===== config.mk =====
export PLATFORM = sky130hd
export DESIGN_NAME = hazard_fwd_unit
export DESIGN_NICKNAME = d
export VERILOG_FILES = /design/src/rtl/hazard_fwd_unit_pkg.sv /design/src/rtl/hazard_scoreboard.sv /design/src/rtl/hazard_fwd_unit.sv
export SDC_FILE = /design/constraint.sdc
export NUM_CORES = 1
export LEC_CHECK = 0
export CAP_MARGIN = 20
export CORE_ASPECT_RATIO = 1.75
export CORE_MARGIN = 2
export CORE_UTILIZATION = 30
export CTS_CLUSTER_DIAMETER = 50
export DETAILED_ROUTE_END_ITERATION = 7
export SYNTH_ARGS = -nofsm -noshare
export SYNTH_HDL_FRONTEND = slang
export SYNTH_SLANG_ARGS = --single-unit
export TNS_END_PERCENT = 20

===== constraint.sdc =====
create_clock -name clk -period 2.9 [get_ports clk]
set_clock_uncertainty 0.2 [all_clocks]
set_input_delay 0.29 -clock clk [delete_from_list [all_inputs] [get_ports clk]]
set_output_delay 0.29 -clock clk [all_outputs]
set_load 0.02 [all_outputs]

===== src/rtl/hazard_fwd_unit_pkg.sv =====
// Shared encodings and widths for the hazard/forwarding unit and its scoreboard.
package hazard_fwd_unit_pkg;

    localparam int FWD_RF        = 0;
    localparam int FWD_STAGE_OFS = 1;
    localparam int SB_CNT_W      = 4;
    localparam int STALL_CNT_W   = 32;

    // Select code for downstream stage k (0 = nearest).
    function automatic int fwd_code(input int stage);
        return stage + FWD_STAGE_OFS;
    endfunction

endpackage


===== src/rtl/hazard_scoreboard.sv =====
// Per-register countdown scoreboard for long-latency writes; busy while count is nonzero.
import hazard_fwd_unit_pkg::*;

module hazard_scoreboard #(
    parameter int REG_ADDR_W = 5,
    parameter int LONG_LAT   = 4
) (
    input  logic                     clk,
    input  logic                     rst_n,
    input  logic                     long_issue,
    input  logic [REG_ADDR_W-1:0]    long_dest,
    output logic [2**REG_ADDR_W-1:0] busy
);

    localparam int NUM_REGS = 2 ** REG_ADDR_W;

    // Register 0 is never written, so it can never be busy.
    assign busy[0] = 1'b0;

    genvar gi;
    generate
        for (gi = 1; gi < NUM_REGS; gi++) begin : g_cnt
            logic [SB_CNT_W-1:0] cnt_reg;

            // A fresh issue takes priority over the running countdown.
            always_ff @(posedge clk or negedge rst_n) begin
                if (!rst_n) begin
                    cnt_reg <= '0;
                end else if (long_issue && long_dest == REG_ADDR_W'(gi)) begin
                    cnt_reg <= SB_CNT_W'(LONG_LAT);
                end else if (cnt_reg != '0) begin
                    cnt_reg <= cnt_reg - SB_CNT_W'(1);
                end
            end

            assign busy[gi] = (cnt_reg != '0);
        end
    endgenerate

endmodule


===== src/rtl/hazard_fwd_unit.sv =====
// EX-stage operand forwarding, load-use and scoreboard stall detection, stall-cycle counter.
import hazard_fwd_unit_pkg::*;

module hazard_fwd_unit #(
    parameter int                     REG_ADDR_W    = 5,
    parameter int                     NUM_SRC       = 2,
    parameter int                     NUM_FWD       = 2,
    parameter int                     LONG_LAT      = 4,
    parameter int                     SEL_W         = $clog2(NUM_FWD + 1),
    parameter logic [STALL_CNT_W-1:0] STALL_CNT_RST = '0
) (
    input  logic                          clk,
    input  logic                          rst_n,
    input  logic [NUM_SRC*REG_ADDR_W-1:0] ex_src,
    input  logic [NUM_SRC-1:0]            ex_src_valid,
    input  logic [NUM_FWD*REG_ADDR_W-1:0] fwd_dest,
    input  logic [NUM_FWD-1:0]            fwd_reg_write,
    output logic [NUM_SRC*SEL_W-1:0]      fwd_sel,
    input  logic [NUM_SRC*REG_ADDR_W-1:0] id_src,
    input  logic [NUM_SRC-1:0]            id_src_valid,
    input  logic [REG_ADDR_W-1:0]         id_dest,
    input  logic                          id_reg_write,
    input  logic [REG_ADDR_W-1:0]         ex_dest,
    input  logic                          ex_mem_read,
    input  logic                          long_issue,
    input  logic [REG_ADDR_W-1:0]         long_dest,
    output logic                          stall,
    output logic [STALL_CNT_W-1:0]        stall_cnt
);

    logic [2**REG_ADDR_W-1:0] busy;
    logic [NUM_SRC-1:0]       load_use_hit;
    logic [NUM_SRC-1:0]       raw_hit;
    logic                     load_use;
    logic                     raw;
    logic                     waw;
    logic [STALL_CNT_W-1:0]   stall_cnt_reg;

    hazard_scoreboard #(
        .REG_ADDR_W (REG_ADDR_W),
        .LONG_LAT   (LONG_LAT)
    ) u_scoreboard (
        .clk        (clk),
        .rst_n      (rst_n),
        .long_issue (long_issue),
        .long_dest  (long_dest),
        .busy       (busy)
    );

    genvar gi;
    generate
        for (gi = 0; gi < NUM_SRC; gi++) begin : g_fwd
            logic [REG_ADDR_W-1:0] src;
            logic [SEL_W-1:0]      sel;

            assign src = ex_src[gi*REG_ADDR_W +: REG_ADDR_W];

            // Scan farthest to nearest so the nearest matching stage overwrites.
            always_comb begin
                sel = SEL_W'(FWD_RF);
                if (ex_src_valid[gi] && src != '0) begin
                    for (int k = NUM_FWD - 1; k >= 0; k--) begin
                        if (fwd_reg_write[k] && fwd_dest[k*REG_ADDR_W +: REG_ADDR_W] == src) begin
                            sel = SEL_W'(fwd_code(k));
                        end
                    end
                end
            end

            assign fwd_sel[gi*SEL_W +: SEL_W] = sel;
        end

        for (gi = 0; gi < NUM_SRC; gi++) begin : g_id
            logic [REG_ADDR_W-1:0] src;

            assign src              = id_src[gi*REG_ADDR_W +: REG_ADDR_W];
            assign load_use_hit[gi] = id_src_valid[gi] && (src == ex_dest);
            assign raw_hit[gi]      = id_src_valid[gi] && busy[src];
        end
    endgenerate

    assign load_use = ex_mem_read && (ex_dest != '0) && (|load_use_hit);
    assign raw      = |raw_hit;
    assign waw      = id_reg_write && busy[id_dest];
    assign stall    = load_use || raw || waw;

    always_ff @(posedge clk or negedge rst_n) begin
        if (!rst_n) begin
            stall_cnt_reg <= STALL_CNT_RST;
        end else if (stall && stall_cnt_reg != '1) begin
            stall_cnt_reg <= stall_cnt_reg + STALL_CNT_W'(1);
        end
    end

    assign stall_cnt = stall_cnt_reg;

endmodule


# Word level (Yosys, flattened, before mapping)

Cells that the tools add are included.
W data, S select, Z words.

$add $sub $neg: 32
Order comparisons: 3
Equal/unequal tests: 38
Multiplexer cells: 74
Reductions and logical operators: 114

Operator list:

| operator                | count |
|---|---|
| $mux W4                 | 62 |
| $reduce_bool A4 Y1      | 31 |
| $sub A4 B1 Y4 const B   | 31 |
| $eq A5 B5 Y1 const B    | 16 |
| $reduce_bool A2 Y1      | 31 |
| $logic_and A1 B1 Y1     | 45 |
| $eq A5 B4 Y1 const B    | 8 |
| $add A32 B1 Y32 const B | 1 |
| $ne A32 B32 Y1 const B  | 1 |
| $eq A5 B5 Y1            | 6 |
| $eq A5 B3 Y1 const B    | 4 |
| $lt A5 B6 Y1 const B    | 3 |
| $bmux W1 S5             | 3 |
| $reduce_bool A5 Y1      | 3 |
| $mux W2                 | 6 |
| $eq A5 B2 Y1 const B    | 2 |
| $eq A5 B1 Y1 const B    | 1 |
| $reduce_or A2 Y1        | 2 |
| $mux W1                 | 3 |
| $logic_or A1 B1 Y1      | 2 |

Flip-flop bits (word level): 156
Input bits: 56
Output and inout bits: 37
Word-level logic and storage cells: 293

# Longest topological paths before layout

Depth in word-level cells: 8
Depth in mapped cells: 13

# Hierarchy

Synthesis repeated with hierarchy kept, for this count alone.

Cells, all modules: 992
Area total of the unflattened synthesis: 9750.6 um^2

By module, submodules not included:

| module            | instances | cells an instance | area each (um^2) |
|---|---|---|---|
| hazard_scoreboard | 1         | 734               | 6947.9 |
| hazard_fwd_unit   | 1         | 258               | 2802.7 |

# Worst setup path before layout

OpenSTA, ideal clock, no wires.

Kind: reg-to-reg
Start: register u_scoreboard.g_cnt[1].cnt_reg[0]
End: register stall_cnt_reg[1], in the netlist stall_cnt[1]
Setup time: 0.125 ns
Arrival time: 3.003 ns
Required time: 2.575 ns
Setup slack: -0.429 ns
Stages on the path, launching flop included: 13
Path buffers: 2
Clock period less this slack: 3.329 ns
Cells stage by stage: dfrtp_1 -> inv_1 -> ha_1 -> or3b_1 -> buf_2 -> mux4_2 -> a2111oi_2 -> nor3_1 -> a211oi_2 -> o221ai_2 -> o31a_1 -> buf_6 -> mux2_4

Word-level cells in the longest chain between the ends: 8
Elaborated cells on any way between the ends: 14
Those cells by class: 6 x mux; 8 x reduce/logical

RTL lines:

| what                          | line                    | source |
|---|---|---|
| start, declared               | hazard_scoreboard.sv:23 | `logic [SB_CNT_W-1:0] cnt_reg;` |
| start signal, assigned        | hazard_scoreboard.sv:30 | `cnt_reg <= SB_CNT_W'(LONG_LAT);` |
| start signal, assigned        | hazard_scoreboard.sv:32 | `cnt_reg <= cnt_reg - SB_CNT_W'(1);` |
| $reduce_bool A4 Y1 (*)        | hazard_scoreboard.sv:36 | `assign busy[gi] = (cnt_reg != '0);` |
| $bmux W1 S5                   | hazard_fwd_unit.sv:78   | `assign raw_hit[gi] = id_src_valid[gi] && busy[src];` |
| $mux W1 (implied by the code) | hazard_fwd_unit.sv:78   |  |
| $logic_and A1 B1 Y1           | hazard_fwd_unit.sv:78   |  |
| $reduce_or A2 Y1              | hazard_fwd_unit.sv:83   | `assign raw = \|raw_hit;` |
| $logic_or A1 B1 Y1            | hazard_fwd_unit.sv:85   | `assign stall = load_use \|\| raw \|\| waw;` |
| $logic_or A1 B1 Y1 (*)        | hazard_fwd_unit.sv:85   |  |
| net stall                     | hazard_fwd_unit.sv:27   | `output logic stall,` |
| $logic_and A1 B1 Y1 (*)       | hazard_fwd_unit.sv:90   | `end else if (stall && stall_cnt_reg != '1) begin` |
| end signal, assigned          | hazard_fwd_unit.sv:91   | `stall_cnt_reg <= stall_cnt_reg + STALL_CNT_W'(1);` |
| end, declared                 | hazard_fwd_unit.sv:37   | `logic [STALL_CNT_W-1:0] stall_cnt_reg;` |

Mark *: on every way through the listed nets, which the timed path passes. The rest lies on a longest branch. The select of a mux whose other input is x is not followed.
A chain may end at the register's enable or synchronous reset.

# Final worst setup path

Start: register u_scoreboard.g_cnt[6].cnt_reg[0]
End: output stall

Word-level cells in the longest chain between the ends: 7
Elaborated cells on any way between the ends: 13
Those cells by class: 6 x mux; 7 x reduce/logical

RTL lines:

| what                          | line |
|---|---|
| start, declared               | hazard_scoreboard.sv:23 |
| start signal, assigned        | hazard_scoreboard.sv:30 |
| start signal, assigned        | hazard_scoreboard.sv:32 |
| $reduce_bool A4 Y1 (*)        | hazard_scoreboard.sv:36 |
| $bmux W1 S5                   | hazard_fwd_unit.sv:78 |
| $mux W1 (implied by the code) | hazard_fwd_unit.sv:78 |
| $logic_and A1 B1 Y1           | hazard_fwd_unit.sv:78 |
| $reduce_or A2 Y1              | hazard_fwd_unit.sv:83 |
| $logic_or A1 B1 Y1            | hazard_fwd_unit.sv:85 |
| $logic_or A1 B1 Y1 (*)        | hazard_fwd_unit.sv:85 |
| end, declared                 | hazard_fwd_unit.sv:27 |

Every way passes the cells marked *; elsewhere a longest branch is shown, timed or not. The select of a mux whose other input is x is not followed.

==> run metrics <==
Peak supply drop=0.518 mV; Total Wirelength=25300 um; min Tclk post-route=3400 ps; row cnt=84; FF+latch area=0.00390 sq mm; first-pass GRT wire length=42200 um; outcome=finished, violations left; IO Count=93; area of the die=0.0318 sq mm; count leader, synth=dfrtp_1; CP Class=reg -> out; final setup fails=32; routed via count=8396; maximum fanout along the worst path=3; placed cell areas=0.0122 sq mm; Skew-Pair Late Insertion Delay=430 ps; vias in the first global route=8830; max reg flops=124; # DRC=0; vias per cell=4.90; Ant. Diodes=0; Crit Reg-Reg Endpoint=stall_cnt[1]$_DFFE_PN0P_; GRT Util Overall=16.9%; Final GP Congestion=0.889; CORE AREA=0.0300 sq mm; Final period util=117%; DR WL/cell=14.8 um; Max-Cap Viols=0; cell family with the largest share of critical-path delay=simple AND/OR/NAND/NOR gates; worst setup margin=-496 ps; Final Power=12.6 mW; Initial Util=30.4%; initial antenna violation count=2; drt pass-1 iters=6; CP arrival=2910 ps; Cell variety after synth=56; Max-slew headroom=47.2%; Pwr per Cell Area=967 mW/mm^2; RSZ-0062 raised after global routing=true; sum of buffers and inverters on the critical path=2; register area share after synthesis=42.9%; Crit-path slowest cell=mux4_2; peak per-stage delay on the critical path=490 ps; clk buf depth=2; syn_area_per_cell=9.25 sq um; Final #Nets=1403; Tightest Hold Check Type=in -> async; reg2reg start=u_scoreboard.g_cnt[6].cnt_reg[0]$_DFFE_PN0P_; mapped cell area=0.00910 sq mm; R2R depth=11; post-synthesis cell count=984; commonest cells in the netlist=dfrtp_1 (156), nor2_1 (139), inv_1 (99); clock root cell=clkbuf_16; Slew Limit Fails=0; Port-buffer cells=92; area of the multi-input gates=0.00486 sq mm; Worst Setup Start Kind=flop; ys async rst share=100%; Die H=234 um; failing checks=negative setup slack; layout cell share with drive strength beyond 1=24.8%; reg-to-reg setup timing slack=-380 ps; DRT iter0 DRCs=297; CTS tree=yes; top-area cell type share of the netlist area=42.9%; Post-synth EDFFs=0; Primary FF master, synth=dfrtp_1; Seq cells post-synth=156; Num Clock Sinks=156; synth warn=0; CTS buffer count=17; post-route cell area=0.0130 sq mm; dominant cell type by area after synthesis=dfrtp_1; Synthesized Nets=1072; Fin. Hold Viols=0; Chip Width=136 um; hpwl dp=19600 um; leakage=5.82 nW; grt ovf=0; WP data required=2410 ps; ranking of synthesized cells by area=dfrtp_1 (43%), xnor2_1 (9.3%), nor2_1 (5.7%); final setup TNS=-8750 ps; number of H-tree levels=4; fmax=294 MHz; Fillers=2899; actual slew at the worst max-slew pin=789 ps; clock-pin slew on the worst setup and hold paths=60 ps; largest net degree at the start of global routing=56; Worst setup EP type=output pin; antenna-violating nets left=0; P&R area growth vs syn=43.3%; worst path cell trace=inv_1, ha_1, or3b_2, mux4_2, nor3b_2, nor3_2, a211oi_2, o221ai_4, buf_4
==> worst reg2reg max path, stage by stage, from the launching register on <==
cell and delay [ps]:
dfrtp_1 380, inv_1 60, ha_1 180, or3b_2 470, mux4_2 500, nor3b_2 230, nor3_2 80, a211oi_2 210
o221ai_4 180, o31a_1 230, buf_4 180, mux2_4 280
==> per-layer routing <==
metal / track usage (%) / vias up / wire length [um]
met5: 0 / - / 23
li1: - / 4117 / -
met2: 31.7 / 177 / 13600
met3: 3.63 / 49 / 1190
met1: 17.6 / 4049 / 9780
met4: 8.14 / 4 / 748
==> cells by family (layout without fill, tap and decap cells) <==
group           Yosys count  in the layout  synth area share, %
xor+xnor                123            123                 11.8
fa+ha+maj                32             32                 4.40
compound gates          126            126                 10.4
buf+inv                 131            473                 5.53
mux                      14             14                 2.42
simple gates            402            402                 22.5
flops                   156            156                 42.9
==> cell usage in the layout, fill, tap and decap left out, drive strengths merged, types with 3 or more instances in the layout <==
cell / n
buf: 253
dfrtp: 156
nor2: 139
inv: 99
xnor2: 97
clkdlybuf4s50: 88
nand3: 64
nor3: 62
o221ai: 36
ha: 32
nor3b: 30
nand2: 29
xor2: 26
a21oi: 26
clkbuf: 23
a211oi: 22
nand4: 13
o21ai: 11
or3b: 11
nor2b: 10
and3: 10
nor4: 8
mux2i: 7
nand2b: 6
mux4: 6
a2111oi: 5
clkinv: 5
and2: 4
nor4b: 4
and4: 4
o2111ai: 4
or4: 3
a311oi: 3
a211o: 3
==> report_power, final <==
group          total (mW)  internal, mW  switching (mW)
clock network        2.22          1.34           0.875
registers            3.71          3.14           0.567
logic                6.68          3.70            2.98
==> cell type report <==
class	instances	area share, %
inverter	99	2.85
clock inverter	7	0.681
clock buffer	23	3.74
timing repair buffer	344	21.8
tap	387	3.71
sequential	156	29.9
multi-input combinational	697	37.3
==> what timing repair did <==
item | 4_1_cts | 5_1_grt
setup buffers | 2 | 2
hold buffers | 1 | 0
resized for setup | 12 | 32
hold endpoints to repair | 51 | 0
gates cloned | 1 | 0
setup endpoints to repair | 33 | 36
pin swaps | 1 | 16
==> through the flow <==
| step | utilization [%] | setup WS, ps | hold slack (ps) | std cells |
|---|---|---|---|---|
| floorplan | - | -301 | -206 | 984 |
| global placement | 40.8 | -519 | 97.8 | 1677 |
| detailed placement | 40.8 | -529 | 96.3 | 1677 |
| CTS | 43.0 | -529 | 198 | 1711 |
| global route | 43.5 | -671 | 244 | 1713 |
| finish | 43.5 | -496 | 189 | 1713 |
==> worst max-delay path by stage <==
stage / slack [ps] / startpoint / depth (start not counted) / to
6_report: -500 / u_scoreboard.g_cnt[6].cnt_reg[0]$_DFFE_PN0P_ / 9 / stall
5_1_grt: -670 / u_scoreboard.g_cnt[5].cnt_reg[0]$_DFFE_PN0P_ / 9 / stall
3_3_place_gp: -520 / u_scoreboard.g_cnt[13].cnt_reg[0]$_DFFE_PN0P_ / 9 / stall
2_1_floorplan: -300 / u_scoreboard.g_cnt[1].cnt_reg[0]$_DFFE_PN0P_ / 12 / stall_cnt[1]$_DFFE_PN0P_
4_1_cts: -530 / u_scoreboard.g_cnt[5].cnt_reg[0]$_DFFE_PN0P_ / 9 / stall
3_5_place_dp: -530 / u_scoreboard.g_cnt[13].cnt_reg[0]$_DFFE_PN0P_ / 9 / stall
(Power assumes the default switching activity.)
